--- src/rtl/vga_timing_gen_if.sv ---
// Raster bus between the VGA timing generator and the pixel source / DAC side.
// Adds patternSel when VGA_TEST_PATTERN_EN is defined.
interface vga_timing_gen_if #(
  parameter int unsigned HW      = 10,
  parameter int unsigned VW      = 10,
  parameter int unsigned COLOR_W = 1
) ();
  logic [HW-1:0]      hcount;
  logic [VW-1:0]      vcount;
  logic [HW-1:0]      x;
  logic [VW-1:0]      y;
  logic               lineStart;
  logic               frameStart;
  logic [COLOR_W-1:0] redIn;
  logic [COLOR_W-1:0] greenIn;
  logic [COLOR_W-1:0] blueIn;
  logic [COLOR_W-1:0] redOut;
  logic [COLOR_W-1:0] greenOut;
  logic [COLOR_W-1:0] blueOut;
  logic               hSync;
  logic               vSync;
  logic               de;
`ifdef VGA_TEST_PATTERN_EN
  logic               patternSel;
`endif

  modport master (
`ifdef VGA_TEST_PATTERN_EN
    input  patternSel,
`endif
    input  redIn, greenIn, blueIn,
    output hcount, vcount, x, y, lineStart, frameStart,
    output redOut, greenOut, blueOut, hSync, vSync, de
  );

  modport slave (
`ifdef VGA_TEST_PATTERN_EN
    output patternSel,
`endif
    output redIn, greenIn, blueIn,
    input  hcount, vcount, x, y, lineStart, frameStart,
    input  redOut, greenOut, blueOut, hSync, vSync, de
  );
endinterface

--- src/rtl/vga_timing_gen.sv ---
// Parametrised VGA raster timing generator with aligned, blanked RGB output.
// Define VGA_TEST_PATTERN_EN to add the patternSel input and internal colour bars.
module vga_timing_gen #(
  parameter int unsigned H_ACTIVE    = 640,
  parameter int unsigned H_FP        = 16,
  parameter int unsigned H_SYNC      = 96,
  parameter int unsigned H_BP        = 48,
  parameter int unsigned V_ACTIVE    = 480,
  parameter int unsigned V_FP        = 10,
  parameter int unsigned V_SYNC      = 2,
  parameter int unsigned V_BP        = 33,
  parameter bit          HSYNC_POL   = 1'b0,
  parameter bit          VSYNC_POL   = 1'b0,
  parameter int unsigned COLOR_W     = 1,
  parameter int unsigned PIX_LATENCY = 1
) (
  input logic               clk25175KHz,
  input logic               reset,
  vga_timing_gen_if.master  bus
);
  localparam int unsigned H_TOTAL = H_ACTIVE + H_FP + H_SYNC + H_BP;
  localparam int unsigned V_TOTAL = V_ACTIVE + V_FP + V_SYNC + V_BP;
  localparam int unsigned HW      = $clog2(H_TOTAL);
  localparam int unsigned VW      = $clog2(V_TOTAL);

  localparam logic [HW-1:0] H_LAST  = HW'(H_TOTAL - 1);
  localparam logic [HW-1:0] H_ACT   = HW'(H_ACTIVE);
  localparam logic [HW-1:0] H_SYN_S = HW'(H_ACTIVE + H_FP);
  localparam logic [HW-1:0] H_SYN_E = HW'(H_ACTIVE + H_FP + H_SYNC);
  localparam logic [VW-1:0] V_LAST  = VW'(V_TOTAL - 1);
  localparam logic [VW-1:0] V_ACT   = VW'(V_ACTIVE);
  localparam logic [VW-1:0] V_SYN_S = VW'(V_ACTIVE + V_FP);
  localparam logic [VW-1:0] V_SYN_E = VW'(V_ACTIVE + V_FP + V_SYNC);

`ifdef VGA_TEST_PATTERN_EN
  localparam int unsigned DW = 7;
`else
  localparam int unsigned DW = 3;
`endif

  if (PIX_LATENCY > 3) begin : g_bad_lat
    $error("vga_timing_gen: PIX_LATENCY must be 0..3");
  end
  if (H_ACTIVE == 0 || H_FP == 0 || H_SYNC == 0 || H_BP == 0 ||
      V_ACTIVE == 0 || V_FP == 0 || V_SYNC == 0 || V_BP == 0) begin : g_bad_timing
    $error("vga_timing_gen: timing parameters must be non-zero");
  end

  logic          r_run;
  logic [HW-1:0] r_hc;
  logic [VW-1:0] r_vc;

  // r_run holds the counters at 0,0 for the first cycle after reset release.
  always_ff @(posedge clk25175KHz) begin
    if (reset) begin
      r_run <= 1'b0;
      r_hc  <= '0;
      r_vc  <= '0;
    end else begin
      r_run <= 1'b1;
      if (r_run) begin
        if (r_hc == H_LAST) begin
          r_hc <= '0;
          r_vc <= (r_vc == V_LAST) ? '0 : r_vc + 1'b1;
        end else begin
          r_hc <= r_hc + 1'b1;
        end
      end
    end
  end

  logic          w_act, w_hs, w_vs, w_line, w_frame;
  logic [HW-1:0] w_x;
  logic [VW-1:0] w_y;

  assign w_act   = r_run && (r_hc < H_ACT) && (r_vc < V_ACT);
  assign w_hs    = r_run && (r_hc >= H_SYN_S) && (r_hc < H_SYN_E);
  assign w_vs    = r_run && (r_vc >= V_SYN_S) && (r_vc < V_SYN_E);
  assign w_line  = r_run && (r_hc == '0);
  assign w_frame = w_line && (r_vc == '0);
  assign w_x     = (r_hc < H_ACT) ? r_hc : '0;
  assign w_y     = (r_vc < V_ACT) ? r_vc : '0;

  logic [DW-1:0] w_stage_in, w_stage_out;

`ifdef VGA_TEST_PATTERN_EN
  logic          r_psel;
  logic          w_sel;
  logic [HW+2:0] w_x8;
  logic [2:0]    w_bar;

  // The frameStart pixel itself already uses the newly sampled selection.
  assign w_sel = w_frame ? bus.patternSel : r_psel;
  assign w_x8  = {w_x, 3'b000};
  assign w_bar = 3'(w_x8 / (HW + 3)'(H_ACTIVE));

  always_ff @(posedge clk25175KHz) begin
    if (reset) begin
      r_psel <= 1'b0;
    end else if (w_frame) begin
      r_psel <= bus.patternSel;
    end
  end

  assign w_stage_in = {w_sel, w_bar, w_act, w_hs, w_vs};
`else
  assign w_stage_in = {w_act, w_hs, w_vs};
`endif

  if (PIX_LATENCY == 0) begin : g_no_dly
    assign w_stage_out = w_stage_in;
  end else begin : g_dly
    logic [PIX_LATENCY*DW-1:0] r_dly;
    always_ff @(posedge clk25175KHz) begin
      if (reset) begin
        r_dly <= '0;
      end else begin
        r_dly <= (PIX_LATENCY * DW)'({r_dly, w_stage_in});
      end
    end
    assign w_stage_out = r_dly[PIX_LATENCY*DW-1 -: DW];
  end

  logic               w_de_next;
  logic [COLOR_W-1:0] w_r, w_g, w_b;
  assign w_de_next = w_stage_out[2];

`ifdef VGA_TEST_PATTERN_EN
  assign w_r = w_stage_out[6] ? {COLOR_W{w_stage_out[5]}} : bus.redIn;
  assign w_g = w_stage_out[6] ? {COLOR_W{w_stage_out[4]}} : bus.greenIn;
  assign w_b = w_stage_out[6] ? {COLOR_W{w_stage_out[3]}} : bus.blueIn;
`else
  assign w_r = bus.redIn;
  assign w_g = bus.greenIn;
  assign w_b = bus.blueIn;
`endif

  logic               r_de, r_hsync, r_vsync;
  logic [COLOR_W-1:0] r_red, r_green, r_blue;

  always_ff @(posedge clk25175KHz) begin
    if (reset) begin
      r_de    <= 1'b0;
      r_hsync <= ~HSYNC_POL;
      r_vsync <= ~VSYNC_POL;
      r_red   <= '0;
      r_green <= '0;
      r_blue  <= '0;
    end else begin
      r_de    <= w_de_next;
      r_hsync <= w_stage_out[1] ? HSYNC_POL : ~HSYNC_POL;
      r_vsync <= w_stage_out[0] ? VSYNC_POL : ~VSYNC_POL;
      r_red   <= w_de_next ? w_r : '0;
      r_green <= w_de_next ? w_g : '0;
      r_blue  <= w_de_next ? w_b : '0;
    end
  end

  assign bus.hcount     = r_hc;
  assign bus.vcount     = r_vc;
  assign bus.x          = w_x;
  assign bus.y          = w_y;
  assign bus.lineStart  = w_line;
  assign bus.frameStart = w_frame;
  assign bus.de         = r_de;
  assign bus.hSync      = r_hsync;
  assign bus.vSync      = r_vsync;
  assign bus.redOut     = r_red;
  assign bus.greenOut   = r_green;
  assign bus.blueOut    = r_blue;
endmodule
--- src/flat_wrapper.sv ---
// flat-port wrapper written by rule: the top's interface ports become plain ports
module vga_timing_gen_flat 
#(
  parameter int unsigned H_ACTIVE    = 640,
  parameter int unsigned H_FP        = 16,
  parameter int unsigned H_SYNC      = 96,
  parameter int unsigned H_BP        = 48,
  parameter int unsigned V_ACTIVE    = 480,
  parameter int unsigned V_FP        = 10,
  parameter int unsigned V_SYNC      = 2,
  parameter int unsigned V_BP        = 33,
  parameter bit          HSYNC_POL   = 1'b0,
  parameter bit          VSYNC_POL   = 1'b0,
  parameter int unsigned COLOR_W     = 1,
  parameter int unsigned PIX_LATENCY = 1
)
  (clk25175KHz, reset, bus_redIn, bus_greenIn, bus_blueIn, bus_hcount, bus_vcount, bus_x, bus_y, bus_lineStart, bus_frameStart, bus_redOut, bus_greenOut, bus_blueOut, bus_hSync, bus_vSync, bus_de);
  vga_timing_gen_if #(.COLOR_W(COLOR_W)) bus_i ();
  input logic clk25175KHz;
  input logic reset;
  input wire logic [$bits(bus_i.redIn)-1:0] bus_redIn;
  input wire logic [$bits(bus_i.greenIn)-1:0] bus_greenIn;
  input wire logic [$bits(bus_i.blueIn)-1:0] bus_blueIn;
  output wire logic [$bits(bus_i.hcount)-1:0] bus_hcount;
  output wire logic [$bits(bus_i.vcount)-1:0] bus_vcount;
  output wire logic [$bits(bus_i.x)-1:0] bus_x;
  output wire logic [$bits(bus_i.y)-1:0] bus_y;
  output wire logic [$bits(bus_i.lineStart)-1:0] bus_lineStart;
  output wire logic [$bits(bus_i.frameStart)-1:0] bus_frameStart;
  output wire logic [$bits(bus_i.redOut)-1:0] bus_redOut;
  output wire logic [$bits(bus_i.greenOut)-1:0] bus_greenOut;
  output wire logic [$bits(bus_i.blueOut)-1:0] bus_blueOut;
  output wire logic [$bits(bus_i.hSync)-1:0] bus_hSync;
  output wire logic [$bits(bus_i.vSync)-1:0] bus_vSync;
  output wire logic [$bits(bus_i.de)-1:0] bus_de;
  assign bus_i.redIn = bus_redIn;
  assign bus_i.greenIn = bus_greenIn;
  assign bus_i.blueIn = bus_blueIn;
  assign bus_hcount = bus_i.hcount;
  assign bus_vcount = bus_i.vcount;
  assign bus_x = bus_i.x;
  assign bus_y = bus_i.y;
  assign bus_lineStart = bus_i.lineStart;
  assign bus_frameStart = bus_i.frameStart;
  assign bus_redOut = bus_i.redOut;
  assign bus_greenOut = bus_i.greenOut;
  assign bus_blueOut = bus_i.blueOut;
  assign bus_hSync = bus_i.hSync;
  assign bus_vSync = bus_i.vSync;
  assign bus_de = bus_i.de;
  vga_timing_gen #(.H_ACTIVE(H_ACTIVE), .H_FP(H_FP), .H_SYNC(H_SYNC), .H_BP(H_BP), .V_ACTIVE(V_ACTIVE), .V_FP(V_FP), .V_SYNC(V_SYNC), .V_BP(V_BP), .HSYNC_POL(HSYNC_POL), .VSYNC_POL(VSYNC_POL), .COLOR_W(COLOR_W), .PIX_LATENCY(PIX_LATENCY)) u_core (.clk25175KHz(clk25175KHz), .reset(reset), .bus(bus_i));
endmodule
--- config.mk ---
export PLATFORM = sky130hd
export DESIGN_NAME = vga_timing_gen_flat
export DESIGN_NICKNAME = d
export VERILOG_FILES = /design/src/rtl/vga_timing_gen_if.sv /design/src/rtl/vga_timing_gen.sv /design/src/flat_wrapper.sv
export SDC_FILE = /design/constraint.sdc
export NUM_CORES = 1
export LEC_CHECK = 0
export BUFFER_PORTS_ARGS = -buffer_cell sky130_fd_sc_hd__buf_4
export CORE_AREA = 5 5 64 66
export CTS_CLUSTER_SIZE = 12
export DETAILED_ROUTE_END_ITERATION = 8
export DIE_AREA = 0 0 69 71
export GPL_ROUTABILITY_DRIVEN = 0
export PLACE_DENSITY = 0.71
export SLEW_MARGIN = 20
export SYNTH_ARGS = -nofsm -noshare
export SYNTH_HDL_FRONTEND = slang
export SYNTH_SLANG_ARGS = --single-unit
--- constraint.sdc ---
create_clock -name clk25175KHz -period 4.4 [get_ports clk25175KHz]
set_input_delay 0.66 -clock clk25175KHz [delete_from_list [all_inputs] [get_ports clk25175KHz]]
set_output_delay 0.66 -clock clk25175KHz [all_outputs]
set_load 0.02 [all_outputs]
==> flow_summary.html, run 1 <==
<table>
<tr><th>Metric</th><th>Value</th></tr>
<tr><th colspan="2">Setup path</th></tr>
<tr><td>Reg-to-reg critical path endpoint</td><td>u_core.bus.vcount[2]</td></tr>
<tr><td>Type of the setup path with the least slack</td><td>reg2out</td></tr>
<tr><td>Kind of end point of the critical path</td><td>output pin</td></tr>
<tr><td>Maximum fanout encountered on the critical timing path</td><td>6</td></tr>
<tr><td>Worst-case reg-to-reg path depth</td><td>5</td></tr>
<tr><td>Destination of the critical timing path</td><td>bus_frameStart</td></tr>
<tr><td>Required time at the endpoint of the critical path</td><td>about 3.7 ns</td></tr>
<tr><td>Register-to-Register Setup Slack</td><td>2.36 ns</td></tr>
<tr><td>Endpoint arrival time on the critical path</td><td>between 1.5 and 2 ns</td></tr>
<tr><td>Critical path launch point type</td><td>flip-flop</td></tr>
<tr><td>Startpoint of the most critical setup path</td><td>u_core.bus.hcount[0]</td></tr>
<tr><td>FF-to-FF Start</td><td>u_core.bus.hcount[0]</td></tr>
<tr><th colspan="2">Clock network</th></tr>
<tr><td>Clock root buffer</td><td>sky130_fd_sc_hd__clkbuf_4</td></tr>
<tr><td>Clock-pin transition on the worst setup and hold timing paths</td><td>0.10 ns</td></tr>
<tr><td>Clock buffer depth</td><td>2</td></tr>
<tr><td>Post-CTS Hold Buffers</td><td>0</td></tr>
<tr><td>CTS sink count</td><td>30</td></tr>
<tr><td>Clock insertion delay at the later pin of the skew report</td><td>0.33 ns</td></tr>
<tr><td>Level count of the clock H-tree</td><td>2</td></tr>
<tr><td>Post-CTS setup buffer count</td><td>0</td></tr>
<tr><td>Number of cells upsized or downsized after cts</td><td>0</td></tr>
<tr><td>CTS tree</td><td>built</td></tr>
<tr><td>Cts bufs inserted</td><td>5</td></tr>
<tr><th colspan="2">Global routing</th></tr>
<tr><td>Wire length of the first global-routing pass</td><td>5810 um</td></tr>
<tr><td>Total routing resource utilization after global routing</td><td>0.143</td></tr>
<tr><td>Number of antenna violations at the first check in global routing</td><td>0</td></tr>
<tr><td>Maximum number of pins on one net before global-route repair</td><td>15</td></tr>
<tr><td>Remaining global-route overflow</td><td>0</td></tr>
<tr><td>Via count of the first global-routing pass</td><td>1254</td></tr>
<tr><th colspan="2">Die</th></tr>
<tr><td>Number of top-level pins</td><td>53</td></tr>
<tr><td>Horizontal die dimension</td><td>69 um</td></tr>
<tr><td>Area of the die</td><td>0.00490 mm^2</td></tr>
<tr><td>Cell row count</td><td>22</td></tr>
<tr><td>Placeable core region</td><td>0.00352 mm^2</td></tr>
<tr><td>Starting utilization of the core area</td><td>0.422</td></tr>
<tr><td>Die extent in y</td><td>about 71 um</td></tr>
<tr><th colspan="2">Power and ir drop</th></tr>
<tr><td>Maximum ir drop on the vdd rail</td><td>~0.00014 V</td></tr>
<tr><td>Power per cell area</td><td>310 mW/mm^2</td></tr>
<tr><td>Static leakage</td><td>0.000832 uW</td></tr>
<tr><th colspan="2">Layout</th></tr>
<tr><td>Synthesis-to-layout area growth</td><td>32.8%</td></tr>
<tr><td>Non-filler instance count after layout</td><td>~270</td></tr>
<tr><td>Inserted Diodes</td><td>0</td></tr>
<tr><td>Total number of nets in the final design</td><td>227</td></tr>
<tr><td>Fraction of final layout cells with drive strength greater than 1</td><td>0.288</td></tr>
<tr><th colspan="2">STA</th></tr>
<tr><td>RSZ-0062 raised after global routing</td><td>no</td></tr>
<tr><td>Setup slack after layout</td><td>1.89 ns</td></tr>
<tr><td>Headroom to the max-slew limit</td><td>0.578</td></tr>
<tr><td>Final slew viol count</td><td>0</td></tr>
<tr><td>Transition time at the pin with the least slew margin</td><td>about 0.63 ns</td></tr>
<tr><td>Sum of negative setup slack</td><td>0 ns</td></tr>
<tr><td>Count of endpoints failing hold in the final timing report</td><td>0</td></tr>
<tr><td>Highest attainable clock frequency</td><td>0.398 GHz</td></tr>
<tr><td>Clock tree skew after final layout</td><td>0.00900 ns</td></tr>
<tr><td>Fin crit period</td><td>roughly 2.5 ns</td></tr>
<tr><td>Ratio of final minimum period to clock period</td><td>0.571</td></tr>
<tr><td>Final setup fails</td><td>0</td></tr>
<tr><th colspan="2">Hold path</th></tr>
<tr><td>Worst Hold Class</td><td>reg2reg</td></tr>
<tr><th colspan="2">Detailed routing</th></tr>
<tr><td>Number of DRC markers in iteration 0</td><td>81</td></tr>
<tr><td>Via count of the routed design</td><td>1345</td></tr>
<tr><td>DR DRC count</td><td>0</td></tr>
<tr><td>Wire length per cell after detailed routing</td><td>13.2 um</td></tr>
<tr><td>Number of detailed-routing iterations run before antenna repair</td><td>4</td></tr>
<tr><td>Routed Antenna Nets</td><td>0</td></tr>
<tr><td>Detail-routed via count per cell</td><td>5.04</td></tr>
<tr><td>Routed Wire Length</td><td>3510 um</td></tr>
<tr><th colspan="2">Synthesis</th></tr>
<tr><td>Cell Area, Synth</td><td>0.00149 mm^2</td></tr>
<tr><td>Mapped Cells</td><td>171</td></tr>
<tr><td>Share of flip-flops with an asynchronous set or reset</td><td>0</td></tr>
<tr><td>Net count after synthesis</td><td>180</td></tr>
<tr><td>Top FF cell, synth</td><td>sky130_fd_sc_hd__dfxtp_1</td></tr>
<tr><td>Number of library cell types mapped by synthesis</td><td>34</td></tr>
<tr><td>Sequential element share of the synthesized area</td><td>0.404</td></tr>
<tr><td>Synthesized area per cell</td><td>between 8 and 9 um^2</td></tr>
<tr><td>Post-synth EDFFs</td><td>0</td></tr>
<tr><td>Number of warnings issued by yosys</td><td>0</td></tr>
<tr><td>Synthesis-stage register bit count</td><td>30</td></tr>
<tr><th colspan="2">Placed design</th></tr>
<tr><td>Post-Place Cells</td><td>259</td></tr>
<tr><td>Number of buffers added on ports</td><td>between 50 and 60</td></tr>
<tr><td>Setup Slack @ Placement</td><td>2.33 ns</td></tr>
<tr><td>Estimated wirelength of the detail-placed design</td><td>roughly 2600 um</td></tr>
<tr><th colspan="2">Run status</th></tr>
<tr><td>Status</td><td>complete, no violations</td></tr>
<tr><th colspan="2">Run</th></tr>
<tr><td>Maximum capacitance violations</td><td>0</td></tr>
</table>
==> cell type report <==
cell class | count | area, um^2
clock buffer | 6 | 51.3
multi-input combinational | 125 | 802
tap | 48 | 60.1
sequential | 30 | 601
timing repair buffer | 51 | 383
clock inverter | 2 | 60.1
inverter | 5 | 18.8
fill | 355 | 1550
==> flip-flops by register name, indices dropped and copies added, names as in the netlist <==
name,flops
u_core.bus.hcount,10
u_core.bus.vcount,10
u_core.g_dly.r_dly,3
u_core.bus.blueOut,1
u_core.bus.de,1
u_core.bus.greenOut,1
u_core.bus.hSync,1
u_core.bus.redOut,1
u_core.bus.vSync,1
u_core.r_run,1
==> kinds of logic after synthesis <==
group,share of synthesized area
AND/OR/NAND/NOR,0.368
adder cells (fa/ha/maj),0.0336
other,0.00252
AO/OA/AOI/OAI,0.0698
multiplexers,0.00673
XOR/XNOR,0.0589
buffers and inverters,0.0572
flip-flops,0.404
==> stage by stage <==
step	area [um^2]	total power [uW]	util	hold slack, ns
3_5_place_dp	1860	328	0.529	0.367
4_1_cts	1980	618	0.561	0.385
5_1_grt	1980	637	0.561	0.415
2_1_floorplan	1490	310	-	0.351
3_3_place_gp	1860	328	0.529	0.365
6_report	1980	612	0.561	0.388
==> Yosys cell counts (3+ instances only) <==
master,count,area share
sky130_fd_sc_hd__xnor2_1,5,0.029
sky130_fd_sc_hd__nor2_1,6,0.015
sky130_fd_sc_hd__ha_1,4,0.034
sky130_fd_sc_hd__xor2_1,5,0.029
sky130_fd_sc_hd__or3_1,5,0.021
sky130_fd_sc_hd__nor3_1,10,0.034
sky130_fd_sc_hd__nand4_1,5,0.021
sky130_fd_sc_hd__o21ai_0,6,0.020
sky130_fd_sc_hd__and2_1,19,0.080
sky130_fd_sc_hd__nor4b_1,3,0.018
sky130_fd_sc_hd__and4_1,3,0.018
sky130_fd_sc_hd__inv_1,5,0.013
sky130_fd_sc_hd__and3_1,4,0.017
sky130_fd_sc_hd__clkbuf_1,5,0.013
sky130_fd_sc_hd__nor2b_1,5,0.021
sky130_fd_sc_hd__dfxtp_1,30,0.40
sky130_fd_sc_hd__nand3_1,7,0.024
sky130_fd_sc_hd__a21oi_1,9,0.030
sky130_fd_sc_hd__nand2_1,12,0.030
==> cells in the final DEF, fill, tap and decap left out, types with 2 or more instances in the layout <==
cell / Yosys / layout
sky130_fd_sc_hd__inv_1: 5 / 5
sky130_fd_sc_hd__bufinv_16: 0 / 2
sky130_fd_sc_hd__buf_4: 2 / 51
sky130_fd_sc_hd__nand3_1: 7 / 7
sky130_fd_sc_hd__nand2_1: 12 / 12
sky130_fd_sc_hd__and2_1: 19 / 19
sky130_fd_sc_hd__nor3b_1: 2 / 2
sky130_fd_sc_hd__and4_1: 3 / 3
sky130_fd_sc_hd__nor4_1: 2 / 2
sky130_fd_sc_hd__nor4b_1: 3 / 3
sky130_fd_sc_hd__nor3_1: 10 / 10
sky130_fd_sc_hd__nor2b_1: 5 / 5
sky130_fd_sc_hd__clkbuf_4: 0 / 5
sky130_fd_sc_hd__a21oi_1: 9 / 9
sky130_fd_sc_hd__nand4_1: 5 / 5
sky130_fd_sc_hd__o21ai_0: 6 / 6
sky130_fd_sc_hd__xor2_1: 5 / 5
sky130_fd_sc_hd__and3_1: 4 / 4
sky130_fd_sc_hd__or3_1: 5 / 5
sky130_fd_sc_hd__and3b_1: 2 / 2
sky130_fd_sc_hd__dfxtp_1: 30 / 30
sky130_fd_sc_hd__ha_1: 4 / 4
sky130_fd_sc_hd__nor2_1: 6 / 6
sky130_fd_sc_hd__or4_1: 2 / 2
sky130_fd_sc_hd__xnor2_1: 5 / 5
sky130_fd_sc_hd__o31ai_1: 2 / 2
==> how the worst min path moves through the flow <==
stage / slack (ns) / depth (start not counted) / to / startpoint
detailed placement: 0.37 / 1 / u_core.bus.vSync / u_core.g_dly.r_dly[0]
global route: 0.41 / 1 / u_core.bus.vSync / u_core.g_dly.r_dly[0]
finish: 0.39 / 1 / u_core.bus.hSync / u_core.g_dly.r_dly[1]
floorplan: 0.35 / 1 / u_core.bus.hSync / u_core.g_dly.r_dly[1]
global placement: 0.37 / 1 / u_core.bus.hSync / u_core.g_dly.r_dly[1]
CTS: 0.39 / 1 / u_core.bus.hSync / u_core.g_dly.r_dly[1]
==> power by group <==
group / leakage [uW] / total, uW / internal [uW] / switching (uW)
clock: 0.0000585 / 290 / 193 / 97.9
combinational: 0.000530 / 41.6 / 18.7 / 23.0
sequential: 0.000243 / 280 / 275 / 4.77
==> layer usage <==
metal / up-vias / share of wire / wire length [um] / global-route usage
li1: 685 / - / - / -
met2: 48 / 0.46 / 1630 / 0.238
met5: - / 0 / 0 / 0
met1: 608 / 0.45 / 1570 / 0.164
met3: 4 / 0.085 / 300 / 0.0696
met4: 0 / 0.0040 / 14 / 0.0369
==> worst max-delay path: stages (launching register included) <==
cell and delay, ns:
sky130_fd_sc_hd__dfxtp_1 0.38, sky130_fd_sc_hd__inv_1 0.08, sky130_fd_sc_hd__ha_1 0.14, sky130_fd_sc_hd__nor4b_1 0.33
sky130_fd_sc_hd__and3_1 0.25, sky130_fd_sc_hd__and4_1 0.19, sky130_fd_sc_hd__buf_4 0.14
Note: power is estimated with default switching activity, not from simulation.
==> run 2, diff against run 1 <==
clock period = 2.63 ns   (was 4.4 ns; I/O delays follow)
==> run 2 against run 1 <==
Net effect:
- non-clock buffer count stayed put
- worst hold slack worse by 0.13 ns
- clock skew shrank 0.0035 ns
- largest power group is now registers
- count of clock-buffer cells in the layout down 1
- critical path type unchanged
- sequential cell count did not move
- first-iteration DRC count decreased by 17%
- sequential share of layout area grew 0.53 points
- combinational power increased by 69%
- critical path depth shrank 2
==> flow_summary.html, run 2 (synthesis results as in run 1) <==
<table>
<tr><th>Metric</th><th>Value</th></tr>
<tr><th colspan="2">Run status</th></tr>
<tr><td>Status</td><td>complete, no violations</td></tr>
<tr><th colspan="2">Power and ir drop</th></tr>
<tr><td>Power per cell area</td><td>464 mW/mm^2</td></tr>
<tr><td>Static leakage</td><td>0.000818 uW</td></tr>
<tr><td>Final Power</td><td>901 uW</td></tr>
<tr><td>Maximum ir drop on the vdd rail</td><td>0.000442 V</td></tr>
<tr><th colspan="2">Layout</th></tr>
<tr><td>Synthesis-to-layout area growth</td><td>30.5%</td></tr>
<tr><td>Most common cell after layout, fill and taps aside</td><td>sky130_fd_sc_hd__buf_4</td></tr>
<tr><td>Commonest cells after routing, fill and taps aside</td><td>sky130_fd_sc_hd__buf_4 (51), sky130_fd_sc_hd__dfxtp_1 (30), sky130_fd_sc_hd__and2_1 (19)</td></tr>
<tr><td>Inserted Diodes</td><td>0</td></tr>
<tr><td>Total number of nets in the final design</td><td>roughly 230</td></tr>
<tr><td>Fillers</td><td>362</td></tr>
<tr><td>Fraction of final layout cells with drive strength greater than 1</td><td>0.288</td></tr>
<tr><th colspan="2">Run</th></tr>
<tr><td>Maximum capacitance violations</td><td>0</td></tr>
<tr><th colspan="2">Die</th></tr>
<tr><td>Horizontal die dimension</td><td>69 um</td></tr>
<tr><td>Starting utilization of the core area</td><td>0.422</td></tr>
<tr><td>Number of top-level pins</td><td>53</td></tr>
<tr><td>Cell row count</td><td>22</td></tr>
<tr><td>Area of the die</td><td>0.00490 mm^2</td></tr>
<tr><td>Placeable core region</td><td>0.00352 mm^2</td></tr>
<tr><td>Die extent in y</td><td>71 um</td></tr>
<tr><th colspan="2">Clock network</th></tr>
<tr><td>Clock buffer depth</td><td>2</td></tr>
<tr><td>Cts bufs inserted</td><td>5</td></tr>
<tr><td>CTS tree</td><td>built</td></tr>
<tr><td>Post-CTS Hold Buffers</td><td>0</td></tr>
<tr><td>Clock root buffer</td><td>sky130_fd_sc_hd__clkbuf_4</td></tr>
<tr><td>CTS sink count</td><td>30</td></tr>
<tr><td>Clock insertion delay at the later pin of the skew report</td><td>approximately 0.33 ns</td></tr>
<tr><td>Clock-pin transition on the worst setup and hold timing paths</td><td>0.10 ns</td></tr>
<tr><td>Post-CTS setup buffer count</td><td>0</td></tr>
<tr><td>Number of cells upsized or downsized after cts</td><td>0</td></tr>
<tr><td>Level count of the clock H-tree</td><td>2</td></tr>
<tr><th colspan="2">STA</th></tr>
<tr><td>RSZ-0062 raised after global routing</td><td>no</td></tr>
<tr><td>Headroom to the max-slew limit</td><td>0.510</td></tr>
<tr><td>Final setup fails</td><td>0</td></tr>
<tr><td>Clock tree skew after final layout</td><td>between 0.005 and 0.006 ns</td></tr>
<tr><td>Ratio of final minimum period to clock period</td><td>0.826</td></tr>
<tr><td>Highest attainable clock frequency</td><td>0.460 GHz</td></tr>
<tr><td>Transition time at the pin with the least slew margin</td><td>0.728 ns</td></tr>
<tr><td>Final slew viol count</td><td>0</td></tr>
<tr><td>Hold Worst Slack</td><td>0.253 ns</td></tr>
<tr><td>Sum of negative setup slack</td><td>0 ns</td></tr>
<tr><td>Fin crit period</td><td>2.17 ns</td></tr>
<tr><td>Count of endpoints failing hold in the final timing report</td><td>0</td></tr>
<tr><th colspan="2">Global routing</th></tr>
<tr><td>Remaining global-route overflow</td><td>0</td></tr>
<tr><td>Wire length of the first global-routing pass</td><td>6160 um</td></tr>
<tr><td>Maximum number of pins on one net before global-route repair</td><td>15</td></tr>
<tr><td>Number of antenna violations at the first check in global routing</td><td>0</td></tr>
<tr><td>Total routing resource utilization after global routing</td><td>0.154</td></tr>
<tr><td>Via count of the first global-routing pass</td><td>between 1000 and 1500</td></tr>
<tr><th colspan="2">Detailed routing</th></tr>
<tr><td>Met2 wirelength from detailed routing</td><td>1600 um</td></tr>
<tr><td>Wire length per cell after detailed routing</td><td>13.7 um</td></tr>
<tr><td>Total length of routed met3 wires</td><td>around 290 um</td></tr>
<tr><td>DR DRC count</td><td>0</td></tr>
<tr><td>Top routing layer in use</td><td>met4</td></tr>
<tr><td>Number of detailed-routing iterations run before antenna repair</td><td>4</td></tr>
<tr><td>Via count of the routed design</td><td>1358</td></tr>
<tr><td>Routed Antenna Nets</td><td>0</td></tr>
<tr><td>Routed length on met1</td><td>1710 um</td></tr>
<tr><td>Routed Wire Length</td><td>3650 um</td></tr>
<tr><td>Number of DRC markers in iteration 0</td><td>67</td></tr>
<tr><td>Detail-routed via count per cell</td><td>5.09</td></tr>
<tr><th colspan="2">Hold path</th></tr>
<tr><td>Depth of the worst hold-timing path</td><td>2</td></tr>
<tr><td>Worst Hold Class</td><td>in2reg</td></tr>
<tr><th colspan="2">Setup path</th></tr>
<tr><td>Critical path launch point type</td><td>flip-flop</td></tr>
<tr><td>Type of the setup path with the least slack</td><td>reg2out</td></tr>
<tr><td>Maximum fanout encountered on the critical timing path</td><td>10</td></tr>
<tr><td>Kind of end point of the critical path</td><td>output pin</td></tr>
<tr><td>Worst-case reg-to-reg path depth</td><td>5</td></tr>
<tr><td>Endpoint arrival time on the critical path</td><td>1.78 ns</td></tr>
<tr><td>Required time at the endpoint of the critical path</td><td>2.24 ns</td></tr>
<tr><th colspan="2">Placed design</th></tr>
<tr><td>Estimated wirelength of the detail-placed design</td><td>2590 um</td></tr>
<tr><td>Number of buffers added on ports</td><td>51</td></tr>
</table>
run 2: worst paths after layout:
| kind | from | end | slack (ns) |
|---|---|---|---|
| max | u_core.bus.vcount[6] | bus_y[5] | 0.46 |
| min | bus_blueIn | u_core.bus.blueOut | 0.25 |
| max reg2reg | u_core.bus.hcount[0] | u_core.bus.vcount[5] | 0.60 |
| min reg2reg | u_core.g_dly.r_dly[0] | u_core.bus.vSync | 0.38 |
run 2: area by class of cell:
class | instances | area [um^2] | area share
clock buffer | 5 | 37.5 | 0.0193
clock inverter | 3 | 40.0 | 0.0206
inverter | 5 | 18.8 | 0.00966
multi-input combinational | 125 | 802 | 0.413
sequential | 30 | 601 | 0.309
tap | 48 | 60.1 | 0.0309
timing repair buffer | 51 | 383 | 0.197
run 2: where the power goes:
part / internal, uW / leakage, uW / switching, uW
Clock: 197 / 0.0000450 / 166
Combinational: 31.5 / 0.000530 / 38.7
Sequential: 461 / 0.000243 / 7.72
Total: 689 / 0.000818 / 212
run 2: metrics by stage:
step	std cells	util	cell area (um^2)	worst slack, ns
after floorplan	171	-	1490	0.698
after global placement	259	0.529	1860	0.690
after detailed placement	259	0.529	1860	0.629
after CTS	267	0.551	1940	0.440
after global routing	267	0.551	1940	0.273
final	267	0.551	1940	0.458
run 2: routing by layer:
layer,up-vias,GRT usage
li1,688,-
met1,617,0.183
met2,47,0.249
met3,6,0.0696
met4,0,0.0456
met5,-,0
run 2: worst max-delay path, cell delays in order, from the launching register on:
cell and delay (ns):
sky130_fd_sc_hd__dfxtp_1 0.40, sky130_fd_sc_hd__nand4_1 0.20, sky130_fd_sc_hd__nor2b_1 0.50, sky130_fd_sc_hd__and2_1 0.21, sky130_fd_sc_hd__buf_4 0.14
==> run 3, diff against run 2 <==
ABC_AREA = 1   (was default)
CORE_AREA = 5 5 65 67   (was 5 5 64 66)
DIE_AREA = 0 0 70 72   (was 0 0 69 71)
clock period = 2.05 ns   (was 2.63 ns; I/O delays follow)
==> run 3 against run 2 <==
Net effect:
- clock power rose by 4%
- combinational power is 29% higher
- register-to-register slack worse by 0.16 ns
- sequential share of layout area decreased by 1.6 points
- die area grew 2.9%
- via count rose by 15%
- sequential power increased by 28%
- critical path depth stayed put
- area after synthesis up 4.3%
- global-route usage up 0.95 points
- worst hold slack got worse by 0.070 ns
- non-clock buffer count up 1
- highest routed layer unchanged
==> flow_summary.html, run 3 <==
<table>
<tr><th>Metric</th><th>Value</th></tr>
<tr><th colspan="2">Global routing</th></tr>
<tr><td>Maximum number of pins on one net before global-route repair</td><td>11</td></tr>
<tr><td>Remaining global-route overflow</td><td>0</td></tr>
<tr><td>Total routing resource utilization after global routing</td><td>0.163</td></tr>
<tr><td>Wire length of the first global-routing pass</td><td>6690 um</td></tr>
<tr><td>Number of antenna violations at the first check in global routing</td><td>0</td></tr>
<tr><td>Via count of the first global-routing pass</td><td>approximately 1500</td></tr>
<tr><th colspan="2">Clock network</th></tr>
<tr><td>Post-CTS setup buffer count</td><td>0</td></tr>
<tr><td>Cts bufs inserted</td><td>5</td></tr>
<tr><td>Clock buffer depth</td><td>2</td></tr>
<tr><td>CTS sink count</td><td>30</td></tr>
<tr><td>Clock root buffer</td><td>sky130_fd_sc_hd__clkbuf_4</td></tr>
<tr><td>CTS tree</td><td>built</td></tr>
<tr><td>Level count of the clock H-tree</td><td>2</td></tr>
<tr><td>Clock insertion delay at the later pin of the skew report</td><td>0.34 ns</td></tr>
<tr><td>Clock-pin transition on the worst setup and hold timing paths</td><td>0.10 ns</td></tr>
<tr><th colspan="2">STA</th></tr>
<tr><td>Ratio of final minimum period to clock period</td><td>0.942</td></tr>
<tr><td>Final setup fails</td><td>0</td></tr>
<tr><td>RSZ-0062 raised after global routing</td><td>no</td></tr>
<tr><td>Count of endpoints failing hold in the final timing report</td><td>0</td></tr>
<tr><td>Hold Worst Slack</td><td>0.183 ns</td></tr>
<tr><td>Sum of negative setup slack</td><td>0 ns</td></tr>
<tr><td>Clock tree skew after final layout</td><td>0.00942 ns</td></tr>
<tr><td>Final slew viol count</td><td>0</td></tr>
<tr><td>Fin crit period</td><td>roughly 1.9 ns</td></tr>
<tr><td>Setup slack after layout</td><td>0.118 ns</td></tr>
<tr><td>Highest attainable clock frequency</td><td>0.518 GHz</td></tr>
<tr><th colspan="2">Placed design</th></tr>
<tr><td>Estimated wirelength of the detail-placed design</td><td>slightly above 3000 um</td></tr>
<tr><td>Setup Slack @ Placement</td><td>0.406 ns</td></tr>
<tr><td>Number of buffers added on ports</td><td>between 50 and 60</td></tr>
<tr><th colspan="2">Synthesis</th></tr>
<tr><td>Number of library cell types mapped by synthesis</td><td>29</td></tr>
<tr><td>Post-synth EDFFs</td><td>0</td></tr>
<tr><td>Net count after synthesis</td><td>242</td></tr>
<tr><td>Mapped Cells</td><td>233</td></tr>
<tr><td>Cell Area, Synth</td><td>0.00155 mm^2</td></tr>
<tr><td>Cell with the most instances after synthesis</td><td>sky130_fd_sc_hd__nand2_1</td></tr>
<tr><td>Top FF cell, synth</td><td>sky130_fd_sc_hd__dfxtp_1</td></tr>
<tr><td>Most frequent cells after synthesis</td><td>sky130_fd_sc_hd__nand2_1 (51), sky130_fd_sc_hd__nor2_1 (44), sky130_fd_sc_hd__inv_1 (41)</td></tr>
<tr><td>Number of warnings issued by yosys</td><td>0</td></tr>
<tr><td>Synthesized area per cell</td><td>6.66 um^2</td></tr>
<tr><td>Largest cells by area after synthesis</td><td>sky130_fd_sc_hd__dfxtp_1 (39%), sky130_fd_sc_hd__nand2_1 (12%), sky130_fd_sc_hd__nor2_1 (11%)</td></tr>
<tr><td>Synth top area share</td><td>0.387</td></tr>
<tr><td>Library cell with the largest summed area after synthesis</td><td>sky130_fd_sc_hd__dfxtp_1</td></tr>
<tr><td>Synthesis-stage register bit count</td><td>30</td></tr>
<tr><td>Sequential element share of the synthesized area</td><td>0.387</td></tr>
<tr><td>Share of flip-flops with an asynchronous set or reset</td><td>0</td></tr>
<tr><th colspan="2">Detailed routing</th></tr>
<tr><td>Met2 wirelength from detailed routing</td><td>1880 um</td></tr>
<tr><td>Number of detailed-routing iterations run before antenna repair</td><td>4</td></tr>
<tr><td>Total length of routed met3 wires</td><td>281 um</td></tr>
<tr><td>Via count of the routed design</td><td>1566</td></tr>
<tr><td>Top routing layer in use</td><td>met4</td></tr>
<tr><td>Wire length per cell after detailed routing</td><td>~12 um</td></tr>
<tr><td>Routed Antenna Nets</td><td>0</td></tr>
<tr><td>Detail-routed via count per cell</td><td>4.63</td></tr>
<tr><td>Routed Wire Length</td><td>slightly below 4000 um</td></tr>
<tr><td>Routed length on met1</td><td>roughly 1700 um</td></tr>
<tr><td>Number of DRC markers in iteration 0</td><td>98</td></tr>
<tr><td>DR DRC count</td><td>0</td></tr>
<tr><th colspan="2">Hold path</th></tr>
<tr><td>End point of the worst hold path</td><td>u_core.bus.hcount[4]</td></tr>
<tr><td>Worst Hold Class</td><td>in2reg</td></tr>
<tr><td>Origin of the worst min-delay path</td><td>reset</td></tr>
<tr><td>Depth of the worst hold-timing path</td><td>2</td></tr>
<tr><th colspan="2">Die</th></tr>
<tr><td>Die extent in y</td><td>72 um</td></tr>
<tr><td>Horizontal die dimension</td><td>about 70 um</td></tr>
<tr><td>Placeable core region</td><td>0.00358 mm^2</td></tr>
<tr><td>Cell row count</td><td>22</td></tr>
<tr><td>Starting utilization of the core area</td><td>0.434</td></tr>
<tr><td>Area of the die</td><td>slightly above 0.005 mm^2</td></tr>
<tr><td>Number of top-level pins</td><td>53</td></tr>
<tr><th colspan="2">Setup path</th></tr>
<tr><td>Critical path launch point type</td><td>flip-flop</td></tr>
<tr><td>Worst-case reg-to-reg path depth</td><td>8</td></tr>
<tr><td>Type of the setup path with the least slack</td><td>reg2out</td></tr>
<tr><td>Maximum fanout encountered on the critical timing path</td><td>10</td></tr>
<tr><td>Endpoint arrival time on the critical path</td><td>1.62 ns</td></tr>
<tr><td>FF-to-FF Start</td><td>u_core.bus.hcount[1]</td></tr>
<tr><td>Register-to-Register Setup Slack</td><td>0.44 ns</td></tr>
<tr><td>Reg-to-reg critical path endpoint</td><td>u_core.bus.vcount[8]</td></tr>
<tr><td>Required time at the endpoint of the critical path</td><td>around 1.7 ns</td></tr>
<tr><td>Kind of end point of the critical path</td><td>output pin</td></tr>
<tr><th colspan="2">Layout</th></tr>
<tr><td>Most common cell after layout, fill and taps aside</td><td>sky130_fd_sc_hd__buf_4</td></tr>
<tr><td>Total number of nets in the final design</td><td>298</td></tr>
<tr><td>Synthesis-to-layout area growth</td><td>31.9%</td></tr>
<tr><td>Fraction of final layout cells with drive strength greater than 1</td><td>0.248</td></tr>
<tr><td>Commonest cells after routing, fill and taps aside</td><td>sky130_fd_sc_hd__buf_4 (52), sky130_fd_sc_hd__nand2_1 (51), sky130_fd_sc_hd__nor2_1 (44)</td></tr>
<tr><td>Inserted Diodes</td><td>0</td></tr>
<tr><th colspan="2">Power and ir drop</th></tr>
<tr><td>Static leakage</td><td>0.00103 uW</td></tr>
<tr><td>Power per cell area</td><td>523 mW/mm^2</td></tr>
<tr><td>Maximum ir drop on the vdd rail</td><td>0.000248 V</td></tr>
<tr><th colspan="2">Run status</th></tr>
<tr><td>Status</td><td>complete, no violations</td></tr>
<tr><th colspan="2">Run</th></tr>
<tr><td>Maximum capacitance violations</td><td>0</td></tr>
</table>
[run 3: worst max-delay path, cell delays in order, from the launching register on]
cell                      delay (ns)
sky130_fd_sc_hd__dfxtp_1        0.42
sky130_fd_sc_hd__nand2_1        0.16
sky130_fd_sc_hd__o21ai_2        0.42
sky130_fd_sc_hd__nor2_1         0.11
sky130_fd_sc_hd__buf_4          0.18
[run 3: logic make-up (layout without fill, tap and decap cells)]
family	after synthesis	after routing	synth area share
DFF	30	30	0.387
AOI/OAI and AO/OA	16	16	0.0621
buffers and inverters	47	104	0.123
and+or+nand+nor	133	133	0.381
adders and majority gates	4	4	0.0323
xor gates and xnor gates	2	2	0.0113
other	1	1	0.00242
[run 3: final cells by class]
cell class              instances  area (um^2)
clock buffers                   6         51.3
clock inverters                 2         12.5
fillers                       366         1530
inverters                      44          165
multi-input cells             156          766
flip-flops and latches         30          601
well taps                      48         60.1
repair buffers                 52          390
[run 3: how the worst max path moves through the flow]
stage               cells past startpoint            startpoint  slack, ns             end
floorplan                               6  u_core.bus.vcount[0]       0.17  bus_frameStart
detailed placement                      7  u_core.bus.vcount[0]       0.41  bus_frameStart
finish                                  4  u_core.bus.vcount[5]       0.12        bus_y[1]
global route                            7  u_core.bus.vcount[0]      0.005  bus_frameStart
CTS                                     7  u_core.bus.vcount[0]      0.009  bus_frameStart
global placement                        7  u_core.bus.vcount[0]       0.40  bus_frameStart
[run 3: stage by stage]
step                std cells  total power, uW  area, um^2  utilization
floorplan                 233              667        1550            -
global placement          330              701        1980        0.552
detailed placement        330              704        1980        0.552
CTS                       338             1080        2040        0.570
global route              338             1120        2050        0.572
finish                    338             1070        2050        0.572
[run 3: report_power, final]
part / leakage, uW / switching (uW) / internal (uW)
clock: 0.0000343 / 214 / 165
sequential: 0.000243 / 9.35 / 591
combinational: 0.000753 / 53.5 / 36.9
[run 3: what timing repair did]
item	CTS	global route
gates resized for setup	0	2
setup endpoints to repair	0	7
hold buffers	0	0
hold endpoints to repair	0	0
[run 3: metal layers]
layer,track usage,up-vias
met1,0.195,679
met3,0.0582,5
li1,-,831
met4,0.0660,0
met5,0,-
met2,0.269,51
